<file path="config.mk">
export PLATFORM = sky130hd
export DESIGN_NAME = dce_loopback_flat
export DESIGN_NICKNAME = d
export VERILOG_FILES = /design/src/rtl/dce_pkg.sv /design/src/rtl/dce_loopback_if.sv /design/src/rtl/dce_byte_fifo.sv /design/src/rtl/dce_loopback.sv /design/src/flat_wrapper.sv
export SDC_FILE = /design/constraint.sdc
export NUM_CORES = 1
export LEC_CHECK = 0
export BUFFER_PORTS_ARGS = -buffer_cell sky130_fd_sc_hd__buf_2
export CAP_MARGIN = 10
export CORE_UTILIZATION = 30
export CTS_BUF_LIST = sky130_fd_sc_hd__clkbuf_16
export DETAILED_ROUTE_END_ITERATION = 8
export PLACE_DENSITY = 0.56
export SLEW_MARGIN = 20
export SYNTH_ARGS = -nofsm -noshare
export SYNTH_HDL_FRONTEND = slang
export SYNTH_SLANG_ARGS = --single-unit
</file>
<file path="constraint.sdc">
create_clock -name clock -period 3.5 [get_ports clock]
set_input_delay 0 -clock clock [delete_from_list [all_inputs] [get_ports clock]]
set_output_delay 0 -clock clock [all_outputs]
set_load 0.01 [all_outputs]
</file>
<file path="src/rtl/dce_pkg.sv">
// Shared types and constants for the UART DCE loopback model.
package dce_pkg;

  localparam int DATA_W           = 8;
  localparam int BAUD_DIV_DEFAULT = 87;

  typedef enum logic [1:0] {
    IDLE  = 2'd0,
    START = 2'd1,
    DATA  = 2'd2,
    STOP  = 2'd3
  } uart_state_t;

endpackage

</file>
<file path="src/rtl/dce_loopback_if.sv">
// UART line and flow-control bundle between a DTE (master) and the DCE (slave).
interface dce_loopback_if;
  import dce_pkg::*;

  // rts=1: DTE can take a character, so the DCE may start one (checked only between characters).
  // cts=1: DCE has room and the DTE may start a character. txd/rxd idle high.
  logic        rts;
  logic        cts;
  logic        txd;
  logic        rxd;
  uart_state_t rx_state;
  uart_state_t tx_state;

  modport master (
    output rts,
    output txd,
    input  cts,
    input  rxd,
    input  rx_state,
    input  tx_state
  );

  modport slave (
    input  rts,
    input  txd,
    output cts,
    output rxd,
    output rx_state,
    output tx_state
  );

endinterface

</file>
<file path="src/rtl/dce_byte_fifo.sv">
// Synchronous FIFO with registered storage; simultaneous push and pop both take effect.
module dce_byte_fifo #(
  parameter int DEPTH = 16,
  parameter int WIDTH = 8
) (
  input  logic                   clock,
  input  logic                   reset,
  input  logic                   push,
  input  logic [WIDTH-1:0]       din,
  input  logic                   pop,
  output logic [WIDTH-1:0]       dout,
  output logic                   empty,
  output logic                   full,
  output logic [$clog2(DEPTH):0] count
);

  localparam int AW = $clog2(DEPTH);

  logic [WIDTH-1:0] mem [DEPTH];
  logic [AW-1:0]    wr_ptr;
  logic [AW-1:0]    rd_ptr;
  logic             do_push;
  logic             do_pop;

  assign empty   = (count == '0);
  assign full    = (count == (AW+1)'(DEPTH));
  assign do_push = push & ~full;
  assign do_pop  = pop & ~empty;
  assign dout    = mem[rd_ptr];

  // Pointers are exactly AW bits wide, so the increment wraps modulo DEPTH.
  always_ff @(posedge clock) begin
    if (reset) begin
      wr_ptr <= '0;
      rd_ptr <= '0;
      count  <= '0;
    end else begin
      if (do_push) wr_ptr <= wr_ptr + 1'b1;
      if (do_pop)  rd_ptr <= rd_ptr + 1'b1;
      if (do_push && !do_pop) begin
        count <= count + 1'b1;
      end else if (do_pop && !do_push) begin
        count <= count - 1'b1;
      end
    end
  end

  always_ff @(posedge clock) begin
    if (do_push) mem[wr_ptr] <= din;
  end

endmodule

</file>
<file path="src/rtl/dce_loopback.sv">
// UART DCE loopback: receives 8N1 on txd, buffers in a FIFO, retransmits on rxd with RTS/CTS.
module dce_loopback
  import dce_pkg::*;
#(
  parameter int BAUD_DIV     = BAUD_DIV_DEFAULT,
  parameter int FIFO_DEPTH   = 16,
  parameter int CTS_HEADROOM = 2
) (
  input logic           clock,
  input logic           reset,
  dce_loopback_if.slave uart
);

  localparam int CNT_W = $clog2(FIFO_DEPTH) + 1;

  logic [31:0] DBR;
  logic [31:0] full_m1;
  logic [31:0] half_m1;

  assign DBR     = 32'(BAUD_DIV);
  assign full_m1 = DBR - 32'd1;
  assign half_m1 = (DBR >> 1) - 32'd1;

  logic sync_meta;
  logic s_txd;
  logic s_txd_d;
  logic rx_fall;

  always_ff @(posedge clock) begin
    if (reset) begin
      sync_meta <= 1'b1;
      s_txd     <= 1'b1;
      s_txd_d   <= 1'b1;
    end else begin
      sync_meta <= uart.txd;
      s_txd     <= sync_meta;
      s_txd_d   <= s_txd;
    end
  end

  assign rx_fall = s_txd_d & ~s_txd;

  logic              push;
  logic              pop;
  logic              fifo_empty;
  logic              fifo_full;
  logic [DATA_W-1:0] fifo_dout;
  logic [DATA_W-1:0] rx_shift;
  logic [CNT_W-1:0]  fifo_count;

  dce_byte_fifo #(
    .DEPTH (FIFO_DEPTH),
    .WIDTH (DATA_W)
  ) u_fifo (
    .clock (clock),
    .reset (reset),
    .push  (push),
    .din   (rx_shift),
    .pop   (pop),
    .dout  (fifo_dout),
    .empty (fifo_empty),
    .full  (fifo_full),
    .count (fifo_count)
  );

  logic cts_q;

  always_ff @(posedge clock) begin
    if (reset) begin
      cts_q <= 1'b0;
    end else begin
      cts_q <= (FIFO_DEPTH - int'(fifo_count)) > CTS_HEADROOM;
    end
  end

  assign uart.cts = cts_q;

  // ---------------- receive FSM ----------------
  uart_state_t rx_state;
  uart_state_t rx_next;
  logic [31:0] rx_cnt;
  logic [2:0]  rx_bits;
  logic        rx_tick;

  assign rx_tick = (rx_cnt == 32'd0);

  always_ff @(posedge clock) begin
    if (reset) begin
      rx_state <= IDLE;
    end else begin
      rx_state <= rx_next;
    end
  end

  always_comb begin
    rx_next = rx_state;
    case (rx_state)
      IDLE:  if (rx_fall) rx_next = START;
      START: if (rx_tick) rx_next = s_txd ? IDLE : DATA;
      DATA:  if (rx_tick && rx_bits == 3'd7) rx_next = STOP;
      STOP:  if (rx_tick) rx_next = IDLE;
      default: rx_next = IDLE;
    endcase
  end

  // Push only on a good stop bit with room; a full FIFO silently drops the byte.
  always_comb begin
    push = (rx_state == STOP) && rx_tick && s_txd && !fifo_full;
  end

  // Counters run down to zero; the half-period load centres sampling in each bit.
  always_ff @(posedge clock) begin
    if (reset) begin
      rx_cnt   <= '0;
      rx_bits  <= '0;
      rx_shift <= '0;
    end else begin
      case (rx_state)
        IDLE: begin
          if (rx_fall) rx_cnt <= half_m1;
        end
        START: begin
          if (rx_tick) begin
            rx_cnt  <= s_txd ? 32'd0 : full_m1;
            rx_bits <= '0;
          end else begin
            rx_cnt <= rx_cnt - 32'd1;
          end
        end
        DATA: begin
          if (rx_tick) begin
            rx_cnt   <= full_m1;
            rx_shift <= {s_txd, rx_shift[DATA_W-1:1]};
            rx_bits  <= rx_bits + 3'd1;
          end else begin
            rx_cnt <= rx_cnt - 32'd1;
          end
        end
        STOP: begin
          rx_cnt <= rx_tick ? 32'd0 : rx_cnt - 32'd1;
        end
        default: rx_cnt <= '0;
      endcase
    end
  end

  // ---------------- transmit FSM ----------------
  uart_state_t       tx_state;
  uart_state_t       tx_next;
  logic [31:0]       tx_cnt;
  logic [2:0]        tx_bits;
  logic [DATA_W-1:0] tx_shift;
  logic              tx_tick;
  logic              rxd_q;
  logic              rxd_d;

  assign tx_tick = (tx_cnt == 32'd0);

  always_ff @(posedge clock) begin
    if (reset) begin
      tx_state <= IDLE;
    end else begin
      tx_state <= tx_next;
    end
  end

  always_comb begin
    tx_next = tx_state;
    case (tx_state)
      IDLE:  if (!fifo_empty && uart.rts) tx_next = START;
      START: if (tx_tick) tx_next = DATA;
      DATA:  if (tx_tick && tx_bits == 3'd7) tx_next = STOP;
      STOP:  if (tx_tick) tx_next = IDLE;
      default: tx_next = IDLE;
    endcase
  end

  // rxd_d is the line level for the next cycle, so each bit change lands on the register.
  always_comb begin
    pop   = 1'b0;
    rxd_d = rxd_q;
    case (tx_state)
      IDLE: begin
        if (!fifo_empty && uart.rts) begin
          pop   = 1'b1;
          rxd_d = 1'b0;
        end
      end
      START: if (tx_tick) rxd_d = tx_shift[0];
      DATA:  if (tx_tick) rxd_d = (tx_bits == 3'd7) ? 1'b1 : tx_shift[1];
      STOP:  if (tx_tick) rxd_d = 1'b1;
      default: rxd_d = 1'b1;
    endcase
  end

  always_ff @(posedge clock) begin
    if (reset) begin
      rxd_q    <= 1'b1;
      tx_cnt   <= '0;
      tx_bits  <= '0;
      tx_shift <= '0;
    end else begin
      rxd_q <= rxd_d;
      case (tx_state)
        IDLE: begin
          if (pop) begin
            tx_shift <= fifo_dout;
            tx_cnt   <= full_m1;
          end
        end
        START: begin
          if (tx_tick) begin
            tx_cnt  <= full_m1;
            tx_bits <= '0;
          end else begin
            tx_cnt <= tx_cnt - 32'd1;
          end
        end
        DATA: begin
          if (tx_tick) begin
            tx_cnt   <= full_m1;
            tx_shift <= tx_shift >> 1;
            tx_bits  <= tx_bits + 3'd1;
          end else begin
            tx_cnt <= tx_cnt - 32'd1;
          end
        end
        STOP: begin
          tx_cnt <= tx_tick ? 32'd0 : tx_cnt - 32'd1;
        end
        default: tx_cnt <= '0;
      endcase
    end
  end

  assign uart.rxd      = rxd_q;
  assign uart.rx_state = rx_state;
  assign uart.tx_state = tx_state;

endmodule

</file>
<file path="src/flat_wrapper.sv">
// flat-port wrapper written by rule: the top's interface ports become plain ports
module dce_loopback_flat import dce_pkg::*;
#(
  parameter int BAUD_DIV     = BAUD_DIV_DEFAULT,
  parameter int FIFO_DEPTH   = 16,
  parameter int CTS_HEADROOM = 2
)
  (clock, reset, uart_rts, uart_txd, uart_cts, uart_rxd, uart_rx_state, uart_tx_state);
  dce_loopback_if uart_i ();
  input logic clock;
  input logic reset;
  input wire logic [$bits(uart_i.rts)-1:0] uart_rts;
  input wire logic [$bits(uart_i.txd)-1:0] uart_txd;
  output wire logic [$bits(uart_i.cts)-1:0] uart_cts;
  output wire logic [$bits(uart_i.rxd)-1:0] uart_rxd;
  output wire logic [$bits(uart_i.rx_state)-1:0] uart_rx_state;
  output wire logic [$bits(uart_i.tx_state)-1:0] uart_tx_state;
  assign uart_i.rts = uart_rts;
  assign uart_i.txd = uart_txd;
  assign uart_cts = uart_i.cts;
  assign uart_rxd = uart_i.rxd;
  assign uart_rx_state = uart_i.rx_state;
  assign uart_tx_state = uart_i.tx_state;
  dce_loopback #(.BAUD_DIV(BAUD_DIV), .FIFO_DEPTH(FIFO_DEPTH), .CTS_HEADROOM(CTS_HEADROOM)) u_core (.clock(clock), .reset(reset), .uart(uart_i));
endmodule
</file>
**Word-level counts from Yosys, hierarchy flattened**

Memory sizes are Yosys's and may differ from the RTL's. A register that Yosys moved wholly into a read port is not among the register bits.
Index checks and enable logic that the tools add are counted.

- Register bits after elaboration: 108
- Latch bits: 0
- Bits in writable memories: 128
- Memory bits (read-only): 0
- Bits of input ports: 4
- Output and inout port bits: 6
- Word-level logic and storage cells: 126
- Memories kept: 1

- Add/subtract/negate cells: 9
- Multiply operators: 0
- Divide/modulo/power cells: 0
- $lt $le $gt $ge: 1
- Equality and inequality tests: 20
- Shift operators: 0
- Multiplexer cells: 44
- Bitwise operators: 6
- Reductions and logical operators: 29

Memories:

| memory | words | width | read ports | clocked after Yosys merged registers in | write ports | line | RTL |
|---|---|---|---|---|---|---|---|
| u_core.u_fifo.mem | 16 | 8 | 1 | 1 | 1 | dce_byte_fifo.sv:19 | `logic [WIDTH-1:0] mem [DEPTH];` |

Operator list:

| cell | count |
|---|---|
| $mux 32 | 7 |
| $pmux 32 s4 | 1 |
| $pmux 32 s3 | 1 |
| $logic_not 32->1 | 2 |
| $sub 32x1->32 const B | 2 |
| $gt 32x3->1 const B | 1 |
| $ne 2x1->1 const B | 10 |
| $mux 2 | 9 |
| $mux 8 | 2 |
| $pmux 2 s4 | 2 |
| $pmux 8 s2 | 1 |
| $mux 3 | 4 |
| $pmux 3 s2 | 2 |
| $reduce_and 4->1 | 3 |
| $mux 5 | 2 |
| $mux 1 | 9 |
| $reduce_and 3->1 | 3 |
| $add 4x1->4 const B | 2 |
| $eq 2x2->1 const B | 4 |
| $logic_and 1x1->1 | 8 |
| $mux 4 | 2 |
| $reduce_bool 2->1 | 4 |
| $mux 7 | 1 |
| $add 3x1->3 const B | 2 |
| other kinds (15) | 25 |

**Depth between registers and ports, before layout**

Gate-level depths: netlist (run 1).

- Word-level depth: 9
- Mapped depth: 17
- Mapped depth without buffers: 16

**Modules after synthesis**

A second synthesis (run 1) with hierarchy kept.

- Cells, all modules: 942
- Area total of the unflattened synthesis: 10880.4 um2

By module, submodules not included:

| module | instances | cells an instance | area each (um2) |
|---|---|---|---|
| dce_byte_fifo | 1 | 309 | 5716.7 |
| dce_loopback | 1 | 633 | 5163.7 |

**Least setup slack after synthesis (run 1)**

Ideal clock, no wire load.

- Path kind: flip-flop to flip-flop
- Start point: reg u_core.u_fifo.count[0]
- End point: reg u_core.u_fifo.count[4]
- Library setup time: 128 ps
- Data arrival time: 3101 ps
- Slack: 271 ps
- Cell stages (with the launch flop): 16
- Clock period less this slack: 3229 ps
- Cell sequence: dfxtp_1 > inv_1 > ha_1 > nor3b_1 > ha_1 > nand4b_1 > nor4_4 > ha_1 > inv_1 > ha_1 > nor2b_1 > o21a_1 > or3_1 > a21oi_1 > xnor2_1 > nor2_1

RTL lines:

| item | line | RTL |
|---|---|---|
| start: declaration | dce_byte_fifo.sv:14 | `output logic [$clog2(DEPTH):0] count` |
| start signal: assignment | dce_byte_fifo.sv:41 | `count <= count + 1'b1;` |
| start signal: assignment | dce_byte_fifo.sv:43 | `count <= count - 1'b1;` |
| $eq 5x5->1 (*) | dce_byte_fifo.sv:26 | `assign full = (count == (AW+1)'(DEPTH));` |
| $logic_not 1->1 | dce_loopback.sv:108 | `push = (rx_state == STOP) && rx_tick && s_txd && !fifo_full;` |
| $logic_and 1x1->1 | dce_loopback.sv:108 |  |
| $and 1x1->1 (*) | dce_byte_fifo.sv:27 | `assign do_push = push & ~full;` |
| named net u_core.u_fifo.do_push | dce_byte_fifo.sv:22 | `logic do_push;` |
| $logic_not 1->1 | dce_byte_fifo.sv:42 | `end else if (do_pop && !do_push) begin` |
| $logic_and 1x1->1 | dce_byte_fifo.sv:42 |  |
| $reduce_bool 2->1 (no line) | - |  |

Mark *: on every way through the listed nets, which the timed path passes. The rest lies on a longest branch. The select of a mux whose other input is x is not followed.
A chain may end at the register's enable or synchronous reset.

**Worst setup path after layout (run 1)**

Same ends and word-level chain as after synthesis.

==> impl_metrics.tcl, run 1 <==
set metrics [dict create \
    logic_pwr_share 0.363 \
    timing_max_transition_violations_final 0 \
    wl_met3_um 838 \
    synthesis.nets 913 \
    end_kind "register" \
    first_global_vias 6724 \
    dominantRegCellSynth "edfxtp_1" \
    worst_pin_slew_ns 0.796 \
    yosys_warnings 0 \
    critPathArrivalTime_ns 3.63 \
    wl_met1_um 11000 \
    static_leakage_power_nw 4.23 \
    ff2ff_path_depth 15 \
    routabilityCongestion 0.784 \
    final.setup_skew_ns 0.0128 \
    final_cells 1398 \
    post-route-min-period_ns 3.23 \
    power.switching_w 0.00340 \
    power.density_mw_per_mm2 758 \
    max_cap_violations 0 \
    synth_async_sr_flop_share 0 \
    layout.nets 958 \
    antenna_left 0 \
    grt_overflow_total 0 \
    place.detailed.instances 1351 \
    grt_start_max_net_pins 26 \
    cts_buffer_depth 3 \
    synth-seq-area-share 0.571 \
    critical_path.max_fanout 4 \
    ctsHtreeMaxLevel 1 \
    drt_first_pass_iters 5 \
    tritoncts "built" \
    timing.critical_path.slowest_cell_delay_ns 0.37 \
    synthesized_area_fraction_occupied_by_and_or_nand_nor_cells 0.164 \
    antenna-diode-count 0 \
    vias_per_cell 5.09 \
    core.rowCount 68 \
    whs_endpoint "u_core.tx_cnt[0]$_SDFFE_PP0P_" \
    placement.io_buffers 9 \
    cpMaxStageDelayCell "dfxtp_2" \
    internal_power_w 0.00585 \
    synth_enable_flop_cells 128 \
    chipWidth_um 190 \
    clock-sinks 240 \
    synth_adder_area_share 0.0324 \
    cts_inserted_buffers 25 \
    synth.most_common_cell "edfxtp_1" \
    postPlaceCellArea_mm2 0.0114 \
    worstHoldStart "uart_rts" \
    postLayoutCoreUtil 0.351 \
    irDropWorstVdd_v 0.000391 \
    finalSetupViolations 0 \
    pwr-share-clk 0.260 \
    insertion_delay_ns 0.53 \
    final_hold_viol_count 0 \
    main_combinational_cell_family_by_area_after_synthesis "simple AND/OR/NAND/NOR gates" \
    critical_path_class "register to register" \
    highest_layer "met4" \
    netlist_area_mm2 0.0107 \
    vias 7114 \
    relSlewSlack 0.464 \
    drc_errors 0 \
    highest_clock_rate_ghz 0.310 \
    worst_hold_path.num_cells 5 \
    synth-compound-area-share 0.102 \
    postSynthRegisterBits 240 \
    synth.largest_area_cell "edfxtp_1" \
    antenna_found_initial 0 \
    cp_num_buf_inv 2 \
    drt_wl_total_um 23000 \
    drt_first_iter_violations 452 \
    wire_length_of_the_first_global_routing_pass_um 37100 \
    top_level_pins 10 \
    critical_path.reg2reg.startpoint "u_core.u_fifo.count[0]$_SDFFE_PP0P_" \
    synth_commonest_cells "edfxtp_1 (128), dfxtp_1 (112), nor2_1 (97), nand2_1 (60), a21oi_1 (41)" \
    cts_root_buffer "clkbuf_16" \
    crit_chain "inv_2, ha_1, nor3b_1, ha_1, nand4b_1, nor4_4, ha_2, inv_1, ha_1, nor2b_1, o21a_1, or3_1, a21oi_2, xnor2_1, nor2_1" \
    rsz0062_at_grt "false" \
    run_status "completed" \
    post_synth_main_area_contributors "edfxtp_1 (36%), dfxtp_1 (21%), mux4_2 (7.4%)" \
    die_h_um 190 \
    ff_to_ff_end "u_core.u_fifo.count[4]$_SDFFE_PP0P_" \
    drive_above_1_share 0.161 \
    met2WireLength_um 10700 \
    floorplan.initialDensity 0.307 \
    synth_area_per_cell_um2 12.1 \
    post_drt_wl_per_cell_um 16.4 \
    critPathRequiredTime_ns 3.90 \
    design_area_mm2 0.0122 \
    postSynthCellCount 882 \
    worstSetupStartpointType "register" \
    p_total_w 0.00924 \
    timing.hold.worst.class "input port to register" \
    post_synth_xor_area_fraction 0.0189 \
    cp_common_cell "ha_1" \
    power.share.switching 0.367 \
    yosys.cell_types.count 76 \
    setup-tns-final_ns 0 \
    clkTransAtPathRegs_ns 0.06 \
    synth.top_cell.area_share 0.361 \
    min_period_over_period 0.922 \
    coreArea_mm2 0.0347 \
    family_with_the_most_delay_on_the_worst_path "simple AND/OR/NAND/NOR gates" \
    hpwl_reported_at_the_end_of_detailed_placement_um 15300 \
    area_growth_pct 14.4 \
    floorplan.die_area_mm2 0.0363 \
    timing.reg2reg.setup_slack_ns 0.27 \
    track_usage 0.129 \
    seqPwrFrac 0.377 \
    muxShareOfSynthArea 0.0890 \
]
-- tightest hold or removal path: stages --
cell	delay [ns]
buf_2	0.12
nand2b_1	0.09
and2_1	0.25
nand2_1	0.10
a21oi_1	0.05
-- kinds of logic after synthesis --
| family | after synthesis |
|---|---|
| AO/OA/AOI/OAI | 159 |
| buffers and inverters | 56 |
| multiplexers | 51 |
| XOR/XNOR | 23 |
| flip-flops | 240 |
| AND/OR/NAND/NOR | 326 |
| adder cells (fa/ha/maj) | 27 |
-- power by group through the flow --
stage	registers (W)	logic, W	clock network (W)
4_1_cts	0.00349	0.00336	0.00246
6_report	0.00349	0.00335	0.00240
3_3_place_gp	0.00353	0.00334	0
3_5_place_dp	0.00354	0.00334	0
2_1_floorplan	0.00345	0.00265	0
5_1_grt	0.00353	0.00375	0.00258
-- state kept, by name, indices dropped and copies added, names as in the netlist, 2 cells and up, named ones only --
register and cells:
u_core.rx_shift 8, u_core.tx_shift 8, u_core.tx_bits 3, u_core.tx_cnt 32, u_core.rx_bits 3, u_core.u_fifo.rd_ptr 4, u_core.u_fifo.wr_ptr 4, u_core.u_fifo.count 5
u_core.u_fifo.mem 128, u_core.rx_cnt 32, u_core.uart.tx_state 2
-- repair_timing --
item | in CTS | in global routing
endpoints found under the setup margin | 0 | 1
hold buffers | 2 | 0
buffers inserted | 0 | 2
resized for setup | 0 | 6
hold endpoints to repair | 16 | 0
-- stage by stage --
| step | hold slack (ns) | setup WS, ns |
|---|---|---|
| after floorplan | 0.104 | 0.271 |
| after global placement | 0.190 | 0.248 |
| after detailed placement | 0.195 | 0.217 |
| after CTS | 0.133 | 0.206 |
| after global routing | 0.175 | 0.0175 |
| final | 0.134 | 0.275 |
-- final cells by class --
cell class | count | area [µm²]
clock buffers | 25 | 626
well taps | 455 | 569
clock inverters | 18 | 100
multi-input cells | 586 | 4340
inverters | 21 | 78.8
repair buffers | 53 | 380
fillers | 3440 | 22500
flip-flops and latches | 240 | 6090
-- placed cells by master (no fill, tap or decap), types with 6 or more instances in the layout --
cell type,n
a31oi_1,12
xor2_1,10
nand3_1,30
o41ai_1,7
a211oi_1,10
ha_1,25
inv_1,26
mux4_2,35
nand2_1,60
a21oi_1,40
nor4_4,6
nor2b_1,10
dfxtp_1,109
nor2_1,97
nand4_1,10
buf_2,9
buf_4,42
o21ai_0,31
edfxtp_1,128
nand2b_1,12
clkbuf_16,25
nor4_1,15
mux2i_1,16
a221o_1,8
or3_1,17
xnor2_1,13
nor3_1,26
-- layer usage --
| metal | global-route usage | vias to the layer above |
|---|---|---|
| li1 | - | 3453 |
| met1 | 0.177 | 3508 |
| met2 | 0.212 | 122 |
| met3 | 0.0180 | 31 |
| met4 | 0.0332 | 0 |
| met5 | 0 | - |
-- worst max-delay path by stage --
stage	start	depth (start not counted)	endpoint	slack, ns
3_3_place_gp	u_core.rx_cnt[0]$_SDFFE_PP0P_	14	u_core.u_fifo.count[4]$_SDFFE_PP0P_	0.25
5_1_grt	u_core.u_fifo.count[0]$_SDFFE_PP0P_	15	u_core.u_fifo.count[4]$_SDFFE_PP0P_	0.02
4_1_cts	u_core.rx_cnt[0]$_SDFFE_PP0P_	14	u_core.u_fifo.count[4]$_SDFFE_PP0P_	0.21
2_1_floorplan	u_core.u_fifo.count[0]$_SDFFE_PP0P_	15	u_core.u_fifo.count[4]$_SDFFE_PP0P_	0.27
6_report	u_core.u_fifo.count[0]$_SDFFE_PP0P_	15	u_core.u_fifo.count[4]$_SDFFE_PP0P_	0.27
3_5_place_dp	u_core.rx_cnt[0]$_SDFFE_PP0P_	14	u_core.u_fifo.count[4]$_SDFFE_PP0P_	0.22
(Power assumes the default switching activity.)
==> run 2, diff against run 1 <==
--- a/config.mk
+++ b/config.mk
@@ -7,6 +7,7 @@
 export LEC_CHECK = 0
 export BUFFER_PORTS_ARGS = -buffer_cell sky130_fd_sc_hd__buf_2
 export CAP_MARGIN = 10
+export CORE_ASPECT_RATIO = 0.8
 export CORE_UTILIZATION = 30
 export CTS_BUF_LIST = sky130_fd_sc_hd__clkbuf_16
 export DETAILED_ROUTE_END_ITERATION = 8
==> impl_metrics.tcl, run 2 (same netlist as run 1, synthesis figures left out) <==
set metrics [dict create \
    coreArea_mm2 0.0349 \
    chipWidth_um 213 \
    max_cap_violations 0 \
    cts_buffer_depth 3 \
    cts_inserted_buffers 26 \
    run_status "completed" \
    critical_path.max_fanout 4 \
    track_usage 0.133 \
    end_kind "register" \
    top_regs "u_core.u_fifo.mem x128, u_core.rx_cnt x32, u_core.tx_cnt x32" \
    final.setup_skew_ns 0.0166 \
    most-common-layout-cells "edfxtp_1 (128), dfxtp_1 (111), nor2_1 (97), nand2_1 (60), buf_4 (43)" \
    floorplan.initialDensity 0.306 \
    worst_pin_slew_ns 0.962 \
    post_drt_wl_per_cell_um 16.7 \
    wire_length_of_the_first_global_routing_pass_um 38100 \
    vias 7141 \
    rsz0062_at_grt "false" \
    drt_first_iter_violations 558 \
    antenna_found_initial 0 \
    clkTransAtPathRegs_ns 0.06 \
    timing.reg2reg.setup_slack_ns 0.27 \
    worstSetupStartpointType "register" \
    final_hold_viol_count 0 \
    static_leakage_power_nw 4.33 \
    core.rowCount 61 \
    floorplan.die_area_mm2 0.0363 \
    grt_start_max_net_pins 32 \
    finalSetupViolations 0 \
    vias_per_cell 5.03 \
    top_level_pins 10 \
    cts_root_buffer "clkbuf_16" \
    power.density_mw_per_mm2 805 \
    first_global_vias 6858 \
    critical_path_class "register to register" \
    irDropWorstVdd_v 0.000387 \
    setup-tns-final_ns 0 \
    drt_first_pass_iters 4 \
    hpwl_reported_at_the_end_of_detailed_placement_um 15800 \
    post-route-min-period_ns 3.23 \
    relSlewSlack 0.358 \
    layout.filler_cells 3393 \
    largest_register "u_core.u_fifo.mem" \
    placement.io_buffers 9 \
    routabilityCongestion 0.791 \
    critPathRequiredTime_ns 3.90 \
    timing.hold.worst.class "input port to register" \
    critPathArrivalTime_ns 3.64 \
    p_total_w 0.0100 \
    highest_clock_rate_ghz 0.309 \
    drt_wl_total_um 23700 \
    postLayoutCoreUtil 0.357 \
    grt_overflow_total 0 \
    ctsHtreeMaxLevel 1 \
    die_h_um 171 \
    layout.nets 960 \
    antenna-diode-count 0 \
    antenna_left 0 \
    layout_commonest_cell "edfxtp_1" \
    min_period_over_period 0.923 \
    drc_errors 0 \
    clock-sinks 240 \
    timing_max_transition_violations_final 0 \
    largest_register_ffs 128 \
    tritoncts "built" \
    drive_above_1_share 0.164 \
    insertion_delay_ns 0.53 \
    area_growth_pct 16.7 \
]
## run 2: where the power goes
part / switching [W] / internal (W) / leakage [nW]
logic: 0.00205 / 0.00138 / 1.76
registers: 0.000325 / 0.00318 / 2.10
clock network: 0.00113 / 0.00194 / 0.472
## run 2: per-stage QoR
stage	worst slack, ns	cell area (µm²)	hold WS (ns)	cells
finish	0.268	12400	0.137	1420
global route	0.0120	12400	0.229	1420
CTS	0.212	12400	0.115	1420
detailed placement	0.245	11500	0.223	1371
global placement	0.208	11500	0.218	1371
floorplan	0.271	10700	0.104	882
## run 2: worst paths after layout
path,startpoint,endpoint,cells past startpoint
hold / removal,uart_rts,register,6
setup / recovery,u_core.u_fifo.count[0]$_SDFFE_PP0P_,u_core.u_fifo.count[4]$_SDFFE_PP0P_,15
setup reg to reg,u_core.u_fifo.count[0]$_SDFFE_PP0P_,u_core.u_fifo.count[4]$_SDFFE_PP0P_,15
hold reg to reg,u_core.sync_meta$_SDFF_PP1_,u_core.s_txd$_SDFF_PP1_,1
## run 2: cell type report
cell class,instances,area [µm²],share of cell area
sequential,240,6090,0.489
multi-input combinational,586,4330,0.349
clock buffer,26,651,0.0523
inverter,21,78.8,0.00634
clock inverter,21,307,0.0247
timing repair buffer,54,388,0.0312
tap,472,591,0.0475
## run 2: critical path, cell delays in order, from the launching register on
cell and delay, ns:
dfxtp_1 0.39, inv_1 0.11, ha_1 0.23, nor3b_1 0.16, ha_1 0.18, nand4b_1 0.22, nor4_4 0.22, ha_2 0.26
inv_1 0.09, ha_1 0.29, nor2b_1 0.13, o21a_1 0.17, or3_1 0.30, a21oi_1 0.18, xnor2_1 0.13, nor2_1 0.05
## run 2: per-layer routing
layer | GRT usage | vias to the layer above | share of wire | wire [µm]
li1 | - | 3455 | - | -
met1 | 0.200 | 3532 | 0.51 | 12100
met2 | 0.200 | 126 | 0.43 | 10200
met3 | 0.0184 | 28 | 0.039 | 918
met4 | 0.0353 | 0 | 0.018 | 427
met5 | 0 | - | 0 | 0
## run 2: what timing repair did
item                                   in CTS  in global routing
setup buffers                               0                  0
setup endpoints to repair                   0                  1
endpoints found under the hold margin       8                  0
resized for setup                           0                  1
hold buffers                                2                  0
